## src/rtl/vec_inst_dispatcher.sv

```systemverilog
// Issue front-end between the scalar core and the vector processor: in-order instruction
// queue, single-outstanding issue handshake with watchdog, and a tagged response FIFO.
module vec_inst_dispatcher #(
   parameter int unsigned XLEN      = 32,
   parameter int unsigned DEPTH     = 8,
   parameter int unsigned RSP_DEPTH = 4,
   parameter int unsigned TAG_W     = 8,
   parameter int unsigned TIMEOUT   = 1024
) (
   input  logic                     clk,
   input  logic                     reset,
   input  logic                     enq_valid,
   output logic                     enq_ready,
   input  logic [XLEN-1:0]          enq_inst,
   input  logic [XLEN-1:0]          enq_rs1,
   input  logic [XLEN-1:0]          enq_rs2,
   input  logic                     flush,
   output logic [XLEN-1:0]          instruction,
   output logic [XLEN-1:0]          rs1_data,
   output logic [XLEN-1:0]          rs2_data,
   output logic                     inst_valid,
   input  logic                     vec_pro_ready,
   input  logic                     vec_pro_ack,
   input  logic                     is_vec,
   input  logic                     error,
   input  logic [XLEN-1:0]          csr_out,
   output logic                     scalar_pro_ready,
   output logic                     rsp_valid,
   input  logic                     rsp_ready,
   output logic [TAG_W-1:0]         rsp_tag,
   output logic                     rsp_is_vec,
   output logic                     rsp_error,
   output logic                     rsp_timeout,
   output logic [XLEN-1:0]          rsp_csr,
   output logic [$clog2(DEPTH):0]   q_count,
   output logic                     busy
);

   localparam int unsigned AW  = $clog2(DEPTH);
   localparam int unsigned CW  = AW + 1;
   localparam int unsigned RAW = $clog2(RSP_DEPTH);
   localparam int unsigned RCW = RAW + 1;

   typedef enum logic [2:0] {StIdle, StWaitRdy, StIssue, StWaitAck, StHshake} state_e;

   typedef struct packed {
      logic [TAG_W-1:0] tag;
      logic             is_vec;
      logic             error;
      logic             timeout;
      logic [XLEN-1:0]  csr;
   } rsp_t;

   state_e state_q, state_d;

   logic [XLEN-1:0] q_inst_q [DEPTH];
   logic [XLEN-1:0] q_rs1_q  [DEPTH];
   logic [XLEN-1:0] q_rs2_q  [DEPTH];
   logic [AW-1:0]   wptr_q, rptr_q;
   logic [CW-1:0]   cnt_q;
   logic            enq, deq;

   logic [XLEN-1:0] inst_q, rs1_q, rs2_q;
   logic [TAG_W-1:0] tag_q;
   logic            tag_inc;
   logic [31:0]     wd_q, wd_d;

   rsp_t            rsp_mem_q [RSP_DEPTH];
   logic [RAW-1:0]  rwptr_q, rrptr_q;
   logic [RCW-1:0]  rcnt_q;
   logic            rsp_push, rsp_pop, push_timeout;
   rsp_t            rsp_new, rsp_head;

   // Ready also while full if the head leaves this same cycle.
   assign enq_ready = (cnt_q != CW'(DEPTH)) || deq;
   assign enq       = enq_valid && enq_ready && !flush;

   always_ff @(posedge clk) begin
      if (enq) begin
         q_inst_q[wptr_q] <= enq_inst;
         q_rs1_q[wptr_q]  <= enq_rs1;
         q_rs2_q[wptr_q]  <= enq_rs2;
      end
   end

   always_ff @(posedge clk) begin
      if (reset) begin
         wptr_q <= '0;
         rptr_q <= '0;
         cnt_q  <= '0;
      end else if (flush) begin
         rptr_q <= wptr_q;
         cnt_q  <= '0;
      end else begin
         if (enq) wptr_q <= wptr_q + 1'b1;
         if (deq) rptr_q <= rptr_q + 1'b1;
         if (enq && !deq) begin
            cnt_q <= cnt_q + 1'b1;
         end else if (!enq && deq) begin
            cnt_q <= cnt_q - 1'b1;
         end
      end
   end

   always_comb begin
      state_d      = state_q;
      deq          = 1'b0;
      rsp_push     = 1'b0;
      push_timeout = 1'b0;
      tag_inc      = 1'b0;
      wd_d         = wd_q;
      unique case (state_q)
         StIdle: begin
            // A response slot is reserved here so the later push cannot overflow.
            if (!flush && cnt_q != '0 && rcnt_q != RCW'(RSP_DEPTH)) state_d = StWaitRdy;
         end
         StWaitRdy: begin
            if (flush || cnt_q == '0) begin
               state_d = StIdle;
            end else if (vec_pro_ready) begin
               deq     = 1'b1;
               state_d = StIssue;
            end
         end
         StIssue: begin
            wd_d    = '0;
            state_d = StWaitAck;
         end
         StWaitAck: begin
            if (vec_pro_ack) begin
               rsp_push = 1'b1;
               state_d  = StHshake;
            end else if (TIMEOUT != 0 && wd_q == TIMEOUT - 1) begin
               rsp_push     = 1'b1;
               push_timeout = 1'b1;
               tag_inc      = 1'b1;
               state_d      = StIdle;
            end else begin
               wd_d = wd_q + 1;
            end
         end
         StHshake: begin
            if (!vec_pro_ack) begin
               tag_inc = 1'b1;
               state_d = StIdle;
            end
         end
         default: state_d = StIdle;
      endcase
   end

   always_ff @(posedge clk) begin
      if (reset) begin
         state_q <= StIdle;
         wd_q    <= '0;
         tag_q   <= '0;
         inst_q  <= '0;
         rs1_q   <= '0;
         rs2_q   <= '0;
      end else begin
         state_q <= state_d;
         wd_q    <= wd_d;
         if (tag_inc) tag_q <= tag_q + 1'b1;
         if (deq) begin
            inst_q <= q_inst_q[rptr_q];
            rs1_q  <= q_rs1_q[rptr_q];
            rs2_q  <= q_rs2_q[rptr_q];
         end
      end
   end

   always_comb begin
      rsp_new     = '0;
      rsp_new.tag = tag_q;
      if (push_timeout) begin
         rsp_new.error   = 1'b1;
         rsp_new.timeout = 1'b1;
      end else begin
         rsp_new.is_vec = is_vec;
         rsp_new.error  = error;
         rsp_new.csr    = csr_out;
      end
   end

   assign rsp_valid = (rcnt_q != '0);
   assign rsp_pop   = rsp_valid && rsp_ready;

   always_ff @(posedge clk) begin
      if (reset) begin
         rwptr_q <= '0;
         rrptr_q <= '0;
         rcnt_q  <= '0;
         for (int i = 0; i < int'(RSP_DEPTH); i++) rsp_mem_q[i] <= '0;
      end else begin
         if (rsp_push) begin
            rsp_mem_q[rwptr_q] <= rsp_new;
            rwptr_q            <= rwptr_q + 1'b1;
         end
         if (rsp_pop) rrptr_q <= rrptr_q + 1'b1;
         if (rsp_push && !rsp_pop) begin
            rcnt_q <= rcnt_q + 1'b1;
         end else if (!rsp_push && rsp_pop) begin
            rcnt_q <= rcnt_q - 1'b1;
         end
      end
   end

   assign rsp_head         = rsp_mem_q[rrptr_q];
   assign rsp_tag          = rsp_head.tag;
   assign rsp_is_vec       = rsp_head.is_vec;
   assign rsp_error        = rsp_head.error;
   assign rsp_timeout      = rsp_head.timeout;
   assign rsp_csr          = rsp_head.csr;

   assign instruction      = inst_q;
   assign rs1_data         = rs1_q;
   assign rs2_data         = rs2_q;
   assign inst_valid       = (state_q == StIssue);
   assign scalar_pro_ready = (state_q == StHshake);
   assign q_count          = cnt_q;
   assign busy             = (state_q != StIdle) || (cnt_q != '0);

endmodule

```

## config.mk

```make
export PLATFORM = sky130hd
export DESIGN_NAME = vec_inst_dispatcher
export DESIGN_NICKNAME = d
export VERILOG_FILES = /design/src/rtl/vec_inst_dispatcher.sv
export SDC_FILE = /design/constraint.sdc
export NUM_CORES = 1
export LEC_CHECK = 0
export BUFFER_PORTS_ARGS = -buffer_cell sky130_fd_sc_hd__buf_2
export CORE_ASPECT_RATIO = 0.75
export CORE_UTILIZATION = 45
export CTS_BUF_LIST = sky130_fd_sc_hd__clkbuf_2
export CTS_CLUSTER_SIZE = 40
export DETAILED_ROUTE_END_ITERATION = 8
export HOLD_SLACK_MARGIN = 0.1
export SLEW_MARGIN = 20
export SYNTH_ARGS = -nofsm -noshare
export SYNTH_HDL_FRONTEND = slang
export SYNTH_SLANG_ARGS = --single-unit
```

## constraint.sdc

```tcl
create_clock -name clk -period 18.1 [get_ports clk]
set_input_delay 1.81 -clock clk [delete_from_list [all_inputs] [get_ports clk]]
set_output_delay 1.81 -clock clk [all_outputs]
set_load 0.02 [all_outputs]
```

* Word-level counts from Yosys, hierarchy flattened *
Memory sizes are Yosys's and may differ from the RTL's. A register that Yosys moved wholly into a read port is not among the register bits.
Index checks and enable logic that the tools add are counted.

word-level totals
  bits in registers = 60
  memory bits (writable) = 940
  bits of input ports = 137
  output and inout bits = 148
  logic and storage cells = 110
  memories = 4

operators by class
  add/subtract/negate cells = 10
  equality and inequality tests = 13
  muxes and demuxes = 42
  bitwise operators = 1
  reduce and logical (&&, ||, !) cells = 31

memories
  name       depth  width  rd ports  clocked after memory_dff  write ports  RTL line  text
  q_inst_q   8      32     1         1                         1            56        logic [XLEN-1:0] q_inst_q [DEPTH];
  q_rs1_q    8      32     1         1                         1            57        logic [XLEN-1:0] q_rs1_q [DEPTH];
  q_rs2_q    8      32     1         1                         1            58        logic [XLEN-1:0] q_rs2_q [DEPTH];
  rsp_mem_q  4      43     1         1                         4            68        rsp_t rsp_mem_q [RSP_DEPTH];

operators by type and width
  kind                   number
  $mux 32                3
  $pmux 32 s2            1
  $mux 43                1
  $reduce_or 43->1       1
  $add 32x1->32 const B  1
  $eq 32x10->1 const B   1
  $mux 3                 10
  $mux 1                 20
  $pmux 3 s5             1
  $add 3x1->3 const B    3
  $logic_and 1x1->1      9
  $ne 3x3->1 const B     3
  $add 8x1->8 const B    1
  $mux 4                 2
  $ne 2x2->1 const B     4
  $reduce_bool 2->1      4
  $eq 3x2->1 const B     2
  $mux 2                 3
  $reduce_bool 3->1      2
  $logic_not 1->1        5
  $add 2x1->2 const B    2
  $add 4x1->4 const B    1
  $logic_not 4->1        1
  $ne 4x4->1 const B     1
  other kinds (13)       15

* Longest topological paths before layout *
  depth after elaboration = 11
  mapped depth = 13
  depth with buffers taken out = 11

* Worst setup path after synthesis *
No wires, ideal clock.

  path kind = input -> register
  from = input flush
  to = memory q_inst_q[0][0] (enable)
  library setup time = 0.669 ns
  arrival = 9.306 ns
  required time = 17.431 ns
  setup slack = 8.125 ns
  stages on the path = 4
  buffers on the path = 1
  cells stage by stage = clkbuf_1 -> a311oi_1 -> nand2b_1 -> nor3_1

between the ends
  word-level cells in the longest chain between the ends = 8
  elaborated cells between the ends (all ways) = 9
  those cells by class = mux (4); reduce/logical (5)

ends and longest elaborated chain
  item                            RTL line  text
  start: declaration              17        input logic flush,
  $logic_or 1x1->1                118       if (flush || cnt_q == '0) begin
  $mux 1                          118
  $mux 1                          112       unique case (state_q)
  $logic_or 1x1->1                75        assign enq_ready = (cnt_q != CW'(DEPTH)) || deq;
  $logic_and 1x1->1               76        assign enq = enq_valid && enq_ready && !flush;
  $logic_and 1x1->1 *             76
  $mux 1 *                        79        if (enq) begin
  $mux 1 (not written as such) *  80        q_inst_q[wptr_q] <= enq_inst;
  end: declaration                56

Every way passes the cells marked *; elsewhere a longest branch is shown, timed or not.

* Final worst setup path *
  from = register cnt_q[0] (netlist: q_count[0])
  to = output enq_ready

between the ends
  word-level cells in the longest chain between the ends = 5
  elaborated cells between the ends (all ways) = 6
  those cells by class = eq/ne (1); mux (2); reduce/logical (3)

ends and longest elaborated chain
  item                      RTL line  text
  start: declaration        60        logic [CW-1:0] cnt_q;
  start signal: assignment  98        cnt_q <= cnt_q + 1'b1;
  start signal: assignment  100       cnt_q <= cnt_q - 1'b1;
  $logic_not 4->1           118
  $logic_or 1x1->1          118
  $mux 1                    118
  $mux 1                    112
  $logic_or 1x1->1 *        75
  end: declaration          13        output logic enq_ready,

Marked as above.

==> qor.csv <==
metric,value,unit
nFillCells,7757,
timing.slew.headroom,26.5,%
min_period,5570,ps
combPwrFrac,6.3,%
tightest_slew,1100,ps
powerDensity,97.9,nW/um2
syn_nets,2464,
fp.dieArea,95900,um2
power,0.00467,W
finalMaxSlewViolations,0,
gp_congestion,0.845,
num_io_pins,285,
path_cells,"nor4_1, nor3_2, buf_12, inv_1, nand3_1, buf_2",
grt_pass1_wl,144,mm
r2r_slack,13840,ps
setup_viol,0,
wl_per_cell,22.8,um
clock-sinks,1098,
synth_seq_cells,1098,
ys_seq_area_share,73.7,%
endpoint_kind,output pin,
rows,97,
reg2reg_to,instruction[10]$_SDFFE_PP0P_,
synth_flop_cell,edfxtp_1,
track_usage,20.2,%
p_leak,16.2,nW
status,"complete, no violations",
endpoint,enq_ready,
insertion_delay,1490,ps
synth_area_leaders,"edfxtp_1, mux4_2, dfxtp_1, nor2_1, mux2i_1",
rr_startpoint,rptr_q[0]$_SDFFE_PP0P_,
ys_types,66,
drive_gt1_share,34.6,%
setup-tns-final,0,ps
antenna_found_initial,25,
drtIter0Drc,1708,
htreeDepth,5,
p_int,0.00353,W
startpoint,q_count[0]$_SDFFE_PP0P_,
grt_max_degree,196,
finalCritPeriodShare,30.8,%
cap_violations,0,
die_w,357,um
hold_class,flop to flop,
clockBufferDepth,4,
fmax,179,MHz
ant_nets,0,
yosysMostFrequentCell,edfxtp_1,
grt_overflow,0,
clkTransAtPathRegs,100,ps
cp_max_fo,195,
numCtsBuffers,280,
synth_top_area_cell,edfxtp_1,
start_util,45.5,%
slowest_stage,nor4_1,
synth_edf_count,940,
placedCellCount,3741,
hpwl,53.0,mm
cts_root_buf,clkbuf_2,
fin_skew,134,ps
netlist_instances,2317,
final-hold-violation-count,0,
cts_tree,built,
pwr-share-seq,59.8,%
yosysWarnings,0,
vdd_drop_max,0.0000553,V
vias,23200,
drc,0,
ff2ff_path_depth,6,
nNetsFinal,2933,
synthTopCellsByCount,"edfxtp_1, nor2_1, mux4_2, dfxtp_1, mux2i_1",
fin_cells,4216,
core-area,93600,um2
fin_area,47700,um2
firstDrtPassIters,5,
critPathMaxStageDelay,780,ps
rsz0062_at_grt,no,
numPortBuffers,284,
critical_path_class,flop to output pin,
postCtsSetupBuffers,0,
clockPowerShare,33.9,%
synth.avg_cell_area,18.4,um2
syn_to_final_growth,12.0,%
cts_hold_buf,0,
wirelength,96.1,mm
async_reset_ff_share,0,%
synth_top_cell_area_share,66.3,%
arrival,3760,ps
start_kind,flop,
worstPathRequired,16290,ps
netSwitchingFraction,24.5,%
vias_per_cell,5.50,
grt_pass1_vias,24000,
switchingPower,0.00114,W
placed_cell_area,45300,um2
syn_area,42600,um2
ctsResizeCount,0,
die_h,268,um
[registers in the layout (all words and copies together), names as in the netlist, named ones only]
signal       count
instruction     32
q_count          4
q_inst_q       256
q_rs1_q        256
q_rs2_q        256
rcnt_q           3
rptr_q           3
rrptr_q          2
rs1_data        32
rs2_data        32
rsp_mem_q      172
rwptr_q          2
state_q          3
tag_q            8
wd_q            32
wptr_q           3
[area by class of cell]
cell class / instances / area [um2] / area share (%)
Timing Repair Buffer: 326 / 1760 / 3.68
Clock inverter: 54 / 262 / 0.548
Clock buffer: 415 / 2080 / 4.36
Multi-Input combinational cell: 1067 / 10600 / 22.2
Tap cell: 1237 / 1550 / 3.25
Inverter: 13 / 48.8 / 0.102
Antenna cell: 6 / 15.0 / 0.0315
Sequential cell: 1098 / 31400 / 65.9
[per-stage QoR]
step                      hold WS (ps)  worst slack (ps)  util [%]
final                              499             12530      51.0
after global routing               437             12130      51.0
after CTS                          329             12230      50.9
after detailed placement           488             12500      48.4
after global placement             461             12520      48.4
after floorplan                    453              8120         -
[how the worst min path moves through the flow]
stage	from	to	slack, ps	cells past startpoint
after floorplan	wd_q[19]$_SDFFE_PP0P_	wd_q[19]$_SDFFE_PP0P_	450	1
after global placement	wd_q[19]$_SDFFE_PP0P_	wd_q[19]$_SDFFE_PP0P_	460	1
after detailed placement	wd_q[19]$_SDFFE_PP0P_	wd_q[19]$_SDFFE_PP0P_	490	1
after CTS	enq_rs1[19]	q_rs1_q[3][19]$_DFFE_PP_	330	1
after global routing	enq_rs2[31]	q_rs2_q[0][31]$_DFFE_PP_	440	1
final	rs2_data[4]$_SDFFE_PP0P_	rs2_data[4]$_SDFFE_PP0P_	500	2
[critical path: cells and delay by family (launching register included)]
kind | cells | cell delay (ps)
simple gates | 3 | 1090
flops | 1 | 400
buf+inv | 3 | 820
[routing by layer]
metal  wire [um]  GRT usage (%)
met5         175              0
met4        2150           7.96
met3        6790           5.64
met2       46500           32.1
met1       40500           26.4
[cells by family (layout without fill, tap and decap cells)]
kind of cell	after synthesis	count (layout)	synth area share [%]
adders and majority gates	10	10	0.329
xor gates and xnor gates	11	11	0.226
DFF	1098	1098	73.7
buffers and inverters	152	808	1.64
AOI/OAI and AO/OA	201	201	3.45
other	0	6	0
muxes	343	343	15.0
and+or+nand+nor	502	502	5.66
[layout by cell type, fill, tap and decap left out, drive strengths merged, types with 4 or more instances in the layout]
cell,count
a31oi,16
nand2b,11
mux4,235
o22a,5
o31ai,16
nand3,27
xor2,6
or4,4
clkinv,49
buf,326
and4,7
nand4,13
mux2i,101
mux2,7
a21oi,23
a211oi,97
clkbuf,415
inv,16
nor2,281
o21ai,16
nand2,53
nor2b,6
dfxtp,158
xnor2,5
diode,6
and2,29
edfxtp,940
nor4,10
ha,8
or3,11
nor3,20
and3,23
[power by group through the flow]
stage               Sequential (W)  Clock [W]  Combinational (W)
floorplan                  0.00285          0           0.000187
global placement           0.00285          0           0.000294
detailed placement         0.00285          0           0.000299
CTS                        0.00279    0.00164           0.000300
global route               0.00280    0.00176           0.000318
finish                     0.00279    0.00158           0.000294
Power figures use the tool's default switching activity.
